`config.mk`:
```
export PLATFORM = sky130hd
export DESIGN_NAME = am2940_dma_multi
export DESIGN_NICKNAME = d
export VERILOG_FILES = /design/src/rtl/am2940_dma_multi.sv
export SDC_FILE = /design/constraint.sdc
export NUM_CORES = 1
export LEC_CHECK = 0
export BUFFER_PORTS_ARGS = -buffer_cell sky130_fd_sc_hd__buf_2
export CORE_UTILIZATION = 39
export DETAILED_ROUTE_END_ITERATION = 16
export SLEW_MARGIN = 20
export SYNTH_ARGS = -nofsm -noshare
export SYNTH_HDL_FRONTEND = slang
export SYNTH_SLANG_ARGS = --single-unit
```
`constraint.sdc`:
```
create_clock -name TRANS -period 7.9 [get_ports TRANS]
set_input_delay 0 -clock TRANS [delete_from_list [all_inputs] [get_ports TRANS]]
set_output_delay 0 -clock TRANS [all_outputs]
set_load 0.02 [all_outputs]
```
`src/rtl/am2940_dma_multi.sv`:
```
// am2940_dma_multi: multi-channel Am2940-style DMA address generator with round-robin arbitration.
// Ports:
//   TRANS     clock, all state updates on the rising edge
//   res       asynchronous active-low reset
//   cfg_*     channel configuration write (sel 0 addr, 1 word reg/count, 2 control, 3 ignored)
//   ch_req    per-channel level transfer requests
//   mem_ack   memory acknowledge that completes the current transfer
//   A/A_valid address of the granted channel while a transfer is in progress
//   grant     one-hot granted channel
//   ch_done   sticky per-channel termination flags, DONE is their OR
//   busy      arbiter is not idle
module am2940_dma_multi #(
   parameter int WIDTH = 8,
   parameter int NCH = 4,
   localparam int CW = $clog2(NCH)
) (
   input  logic             TRANS,
   input  logic             res,
   input  logic             cfg_we,
   input  logic [CW-1:0]    cfg_ch,
   input  logic [1:0]       cfg_sel,
   input  logic [WIDTH-1:0] cfg_data,
   input  logic [NCH-1:0]   ch_req,
   input  logic             mem_ack,
   output logic [WIDTH-1:0] A,
   output logic             A_valid,
   output logic [NCH-1:0]   grant,
   output logic [NCH-1:0]   ch_done,
   output logic             DONE,
   output logic             busy
);
   typedef enum logic {IDLE, XFER} state_t;
   state_t state_q, state_d;
   logic [WIDTH-1:0] addr_q [NCH], addr_d [NCH];
   logic [WIDTH-1:0] wreg_q [NCH], wreg_d [NCH];
   logic [WIDTH-1:0] wcnt_q [NCH], wcnt_d [NCH];
   logic [3:0]       ctrl_q [NCH], ctrl_d [NCH];
   logic [NCH-1:0]   done_q, done_d, elig;
   logic [CW-1:0]    rr_q, rr_d, gnt_q, gnt_d, idx, pick;
   logic             found, term;
   logic [1:0]       mode;
   logic [WIDTH-1:0] nadr, nwcnt;
   always_comb begin
      state_d = state_q;
      addr_d  = addr_q;
      wreg_d  = wreg_q;
      wcnt_d  = wcnt_q;
      ctrl_d  = ctrl_q;
      done_d  = done_q;
      rr_d    = rr_q;
      gnt_d   = gnt_q;
      found   = 1'b0;
      pick    = rr_q;
      idx     = rr_q;
      for (int c = 0; c < NCH; c++) elig[c] = ch_req[c] & ctrl_q[c][3] & ~done_q[c];
      // search starts just after the last winner; k = NCH wraps back onto rr itself
      for (int k = 1; k <= NCH; k++) begin
         idx = rr_q + CW'(k);
         if (!found && elig[idx]) begin
            found = 1'b1;
            pick  = idx;
         end
      end
      mode  = ctrl_q[gnt_q][1:0];
      nadr  = ctrl_q[gnt_q][2] ? addr_q[gnt_q] - 1'b1 : addr_q[gnt_q] + 1'b1;
      nwcnt = mode == 2'd1 ? wcnt_q[gnt_q] + 1'b1 : mode == 2'd2 ? wcnt_q[gnt_q] : wcnt_q[gnt_q] - 1'b1;
      term  = mode == 2'd0 ? nwcnt == '0 :
              mode == 2'd1 ? nwcnt == wreg_q[gnt_q] :
              mode == 2'd2 ? nadr == wreg_q[gnt_q] : 1'b0;
      if (state_q == IDLE && found) begin
         state_d = XFER;
         gnt_d   = pick;
         rr_d    = pick;
      end
      if (state_q == XFER && mem_ack) begin
         addr_d[gnt_q] = nadr;
         wcnt_d[gnt_q] = nwcnt;
         done_d[gnt_q] = done_q[gnt_q] | term;
         state_d       = IDLE;
      end
      // configuration is applied last so it overrides a same-edge transfer update
      if (cfg_we) begin
         if (cfg_sel == 2'd0) addr_d[cfg_ch] = cfg_data;
         if (cfg_sel == 2'd1) begin
            wreg_d[cfg_ch] = cfg_data;
            wcnt_d[cfg_ch] = ctrl_q[cfg_ch][1:0] == 2'd1 ? '0 : cfg_data;
         end
         if (cfg_sel == 2'd2) ctrl_d[cfg_ch] = cfg_data[3:0];
         done_d[cfg_ch] = 1'b0;
      end
   end
   always_ff @(posedge TRANS or negedge res) begin
      if (!res) begin
         state_q <= IDLE;
         for (int c = 0; c < NCH; c++) begin
            addr_q[c] <= '0;
            wreg_q[c] <= '0;
            wcnt_q[c] <= '0;
            ctrl_q[c] <= '0;
         end
         done_q <= '0;
         rr_q   <= CW'(NCH - 1);
         gnt_q  <= '0;
      end else begin
         state_q <= state_d;
         addr_q  <= addr_d;
         wreg_q  <= wreg_d;
         wcnt_q  <= wcnt_d;
         ctrl_q  <= ctrl_d;
         done_q  <= done_d;
         rr_q    <= rr_d;
         gnt_q   <= gnt_d;
      end
   end
   assign A_valid = state_q == XFER;
   assign busy    = state_q != IDLE;
   assign A       = A_valid ? addr_q[gnt_q] : '0;
   assign grant   = A_valid ? {{(NCH - 1){1'b0}}, 1'b1} << gnt_q : '0;
   assign ch_done = done_q;
   assign DONE    = |done_q;
endmodule
```
==> results by stage <==
Clocking:
- The worst-skew pair later-pin latency is 0.42 ns.
- The post-cts sizing count is 0.
- The clock input transition at the sequential cells of the worst setup and hold paths is 0.06 ns.
- The clock passes through at most 2 buffers.
- TritonCTS built the clock tree.
- The number of H-tree levels is 4.
- Clock tree synthesis selected as its root buffer the cell clkbuf_16.
- The number of buffers inserted during clock tree synthesis is 17.
- The clock sink count is 121.

Drt:
- The average wire per standard cell is 20.2 um.
- For this run, design rule violations remaining after detail routing come to 0.
- After detailed routing, the number of vias per cell comes to 5.86.
- The final wirelength is 20300 um.
- The first-pass iteration count of the detailed router is 5.
- The number of DRC markers after the initial detailed-route iteration is 460.
- The total vias in the final route is 5910.
- The count of nets left with antenna violations once routing finished came out at 0.

Critical path:
- The startpoint identified for the worst register-to-register timing path is gnt_q[0].
- The highest fanout seen on the critical path is 23.
- The setup slack on the worst flop-to-flop path is 3.06 ns.
- The start point of the critical path is gnt_q[0].
- The count of cells along the worst register-to-register path is 11.
- The arrival time at the worst endpoint is 5.15 ns.
- The most critical setup path has its endpoint at ch_done[0].
- The kind of critical path is reg -> reg.
- STA classifies the critical path endpoint as a flip-flop.
- The capture point of the worst reg-to-reg path is ch_done[0].
- STA classifies the critical path startpoint as a flip-flop.
- The endpoint required time on the critical path is 8.21 ns.

Floorplan:
- The floorplan step set the die height to 138 um.
- The count of pins on the block boundary is 39.
- The floorplan step defined a die boundary enclosing 0.0190 mm^2.
- The row count is 49.
- Once the floorplan was initialized, standard cells occupied 39.9% of the core.
- The die width is 138 um.
- The core region is 0.0180 mm^2.

Pwr:
- For this design the static power due to leakage is 3.56 nW.
- The total power density per cell area is 491 mW/mm^2.
- The maximum resistive drop on vdd is 0.224 mV.
- The design draws 4.07 mW.

Global routing:
- The number of global-route vias before repair was 5810.
- The first global-routing pass estimated 32100 um of wire.
- For this run, the total global-route usage over all layers was measured as 22.8%.
- Entering global routing, the biggest net connects 67 pins.
- The residual overflow from global routing is 0.
- The initial antenna violation count is 0.

Synth:
- By area, the combinational part of the netlist is dominated by multiplexers.
- The number of warnings issued by yosys is 0.
- Summing every instance area after synthesis gives 0.00719 mm^2.
- Of the total synthesized cell area, the portion taken by XOR and XNOR cells is 3.67%.
- In the synthesized netlist the async set-or-reset flop fraction comes to 100%.
- Counting every instance in the synthesized netlist gives 734.
- The number of synthesized register bits is 121.
- The dominant register cell in the synthesized netlist is dfrtp_1.
- The synthesized design contains 0 enable-type register cells.
- Summing the areas of all compound-gate instances in the mapped netlist gives 14.5% of the synthesized area.
- The fraction of the mapped netlist area in simple logic gates is 17.1%.
- The average instance area after synthesis is 9.79 um^2.
- The sequential share of the synthesized area is 42.2%.
- The number of nets in the synthesized netlist is 763.
- Multiplexer cells account for 17.2% of the synthesized area.
- Summing the areas of all fa, ha and maj instances in the mapped netlist gives 1.67% of the synthesized area.
- The number of different library cells in the post-synthesis netlist is 69.

STA:
- Adding up every negative setup slack in the final design gives 0 ns.
- Based on the critical path, the design can be clocked at up to 207 MHz.
- After layout, the minimum clock period comes to 4.84 ns.
- The share of the clock period used by the worst path after layout is 61.3%.
- The number of hold-slack violations in the final timing report was 0.
- In this run the tightest slew margin relative to its limit is 30.6%.
- The number of failing setup endpoints in the final timing report is 0.
- Setup repair after global routing left no endpoint under its margin.
- Between clock sinks in the finished design, the worst skew comes to 0.00813 ns.
- The final critical-path setup slack is 3.06 ns.
- The transition time at the pin with the least slew margin is 1.04 ns.
- The final max-slew violation count is 0.

Run:
- The max-capacitance violation count is 0.

Worst hold path:
- The kind of path behind the tightest hold check is in -> reg.

Finish:
- Relative to the synthesized area, the layout overhead comes to 15.3%.
- The filler cell count in the final layout is 1700.
- The fraction of layout instances using a drive strength above 1 is 19.9%.
- The area of the multi-input gates is 0.00390 mm^2.
- Across the whole layout, storage elements account for 0.00303 mm^2.
- The post-layout net count is 795.
- 0 antenna diodes ended up in the layout.

Outcome:
- The run finished with clean final reports.

Placed design:
- Detailed placement ended at an HPWL of 13600 um.
- The worst slack at placement is 3.10 ns.
- The number of I/O port buffers is 38.
- At the end of routability-driven placement, the weighted congestion stood at 0.874.
## critical path: stages (launching register included)
cell      delay (ns)
dfrtp_2         0.80
buf_4           0.45
mux4_1          0.81
ha_1            0.46
nor2b_1         0.20
a2111o_1        0.43
a311oi_2        0.46
xnor2_1         0.13
a2111o_1        0.41
a21oi_2         0.12
a311oi_2        0.08
a221oi_1        0.35
## stage by stage
step	cell area, um^2	utilization (%)	std cells	hold WS [ns]
final	8290	46.0	1008	0.0181
after global routing	8290	46.0	1008	0.0812
after CTS	8290	46.0	1008	0.00446
after detailed placement	7550	41.9	965	0.162
after global placement	7550	41.9	965	0.144
after floorplan	7190	-	734	-0.296
## cells in the final DEF (no fill, tap or decap), types with 4 or more instances in the layout
master / synthesis / final
or3_1: 4 / 4
clkinv_2: 0 / 4
a21o_1: 4 / 4
xor2_1: 12 / 12
a211oi_1: 16 / 16
mux2i_1: 11 / 11
ha_1: 8 / 8
nand3_1: 7 / 7
clkbuf_16: 0 / 17
nand2_1: 126 / 126
mux4_2: 18 / 18
and2_1: 11 / 11
o21ai_0: 53 / 53
dfrtp_1: 119 / 117
dlygate4sd3_1: 0 / 11
a2111oi_0: 4 / 4
bufinv_16: 0 / 4
mux4_1: 10 / 10
o211ai_1: 11 / 11
buf_4: 1 / 12
mux2_2: 41 / 41
nor2_1: 73 / 72
nor2b_1: 4 / 4
inv_1: 14 / 14
nor3_1: 7 / 7
xnor2_1: 11 / 11
buf_2: 6 / 37
nand2b_1: 10 / 9
nand3b_1: 7 / 7
a21oi_1: 46 / 46
## repair_timing
item                                    4_1_cts  5_1_grt
buffers inserted                              0        0
hold buffers                                 11        0
endpoints found under the setup margin        0        0
hold endpoints to repair                    101        0
## cells by family (layout without fill, tap and decap cells)
family / count (synthesis) / count (layout)
AO/OA/AOI/OAI: 166 / 166
adder cells (fa/ha/maj): 9 / 9
multiplexers: 80 / 80
buffers and inverters: 61 / 106
AND/OR/NAND/NOR: 271 / 271
flip-flops: 121 / 121
XOR/XNOR: 26 / 26
## synthesized netlist by cell type, drive strengths merged, types with 5 or more instances
library cell	instances	area, um^2
nand3b	7	52.6
and2	11	68.8
mux2	41	462
o21ai	55	275
nand2b	10	62.6
dfrtp	119	2980
mux4	28	668
nor2	73	274
clkbuf	35	134
nor3	7	35.0
nand3	7	35.0
o211ai	11	82.6
ha	8	100
nor2b	5	38.8
buf	12	75.1
xor2	12	105
a211oi	16	120
xnor2	12	113
inv	14	52.6
mux2i	11	110
a21oi	47	239
nand2	126	473
## power breakdown
group	total (mW)	switching, mW	leakage (nW)	internal (mW)
registers	1.06	0.199	1.49	0.864
logic	2.18	1.25	1.77	0.929
clock network	0.829	0.287	0.306	0.543
total	4.07	1.73	3.56	2.34
## metal layers
layer	vias up	wire length [um]	global-route usage [%]
met4	0	516	9.24
met1	2931	8990	30.6
met2	232	9680	36.2
met3	46	1130	4.34
li1	2701	-	-
met5	-	0	0
## flip-flops by register name (all words and copies together) (netlist names)
name / cells
ch_done: 4
wreg_q: 32
rr_q: 2
A_valid: 1
ctrl_q: 16
wcnt_q: 32
gnt_q: 2
addr_q: 32
## worst min path at each step
stage,slack [ns],depth (start not counted),start,endpoint
after floorplan,-0.30,0,res,A_valid
after global placement,0.14,1,res,wreg_q[16]
after detailed placement,0.16,1,res,wreg_q[16]
after CTS,0.004,4,cfg_ch[0],ch_done[3]
after global routing,0.08,4,cfg_ch[0],ch_done[3]
final,0.02,4,cfg_ch[0],ch_done[3]
## area by class of cell
class | count | share of cell area (%)
Multi-Input combinational cell | 552 | 47.1
Sequential cell | 121 | 36.6
Clock buffer | 20 | 5.51
Timing Repair Buffer | 60 | 4.65
Tap cell | 229 | 3.46
Clock inverter | 12 | 2.08
Inverter | 14 | 0.634
Power figures use the tool's default switching activity.
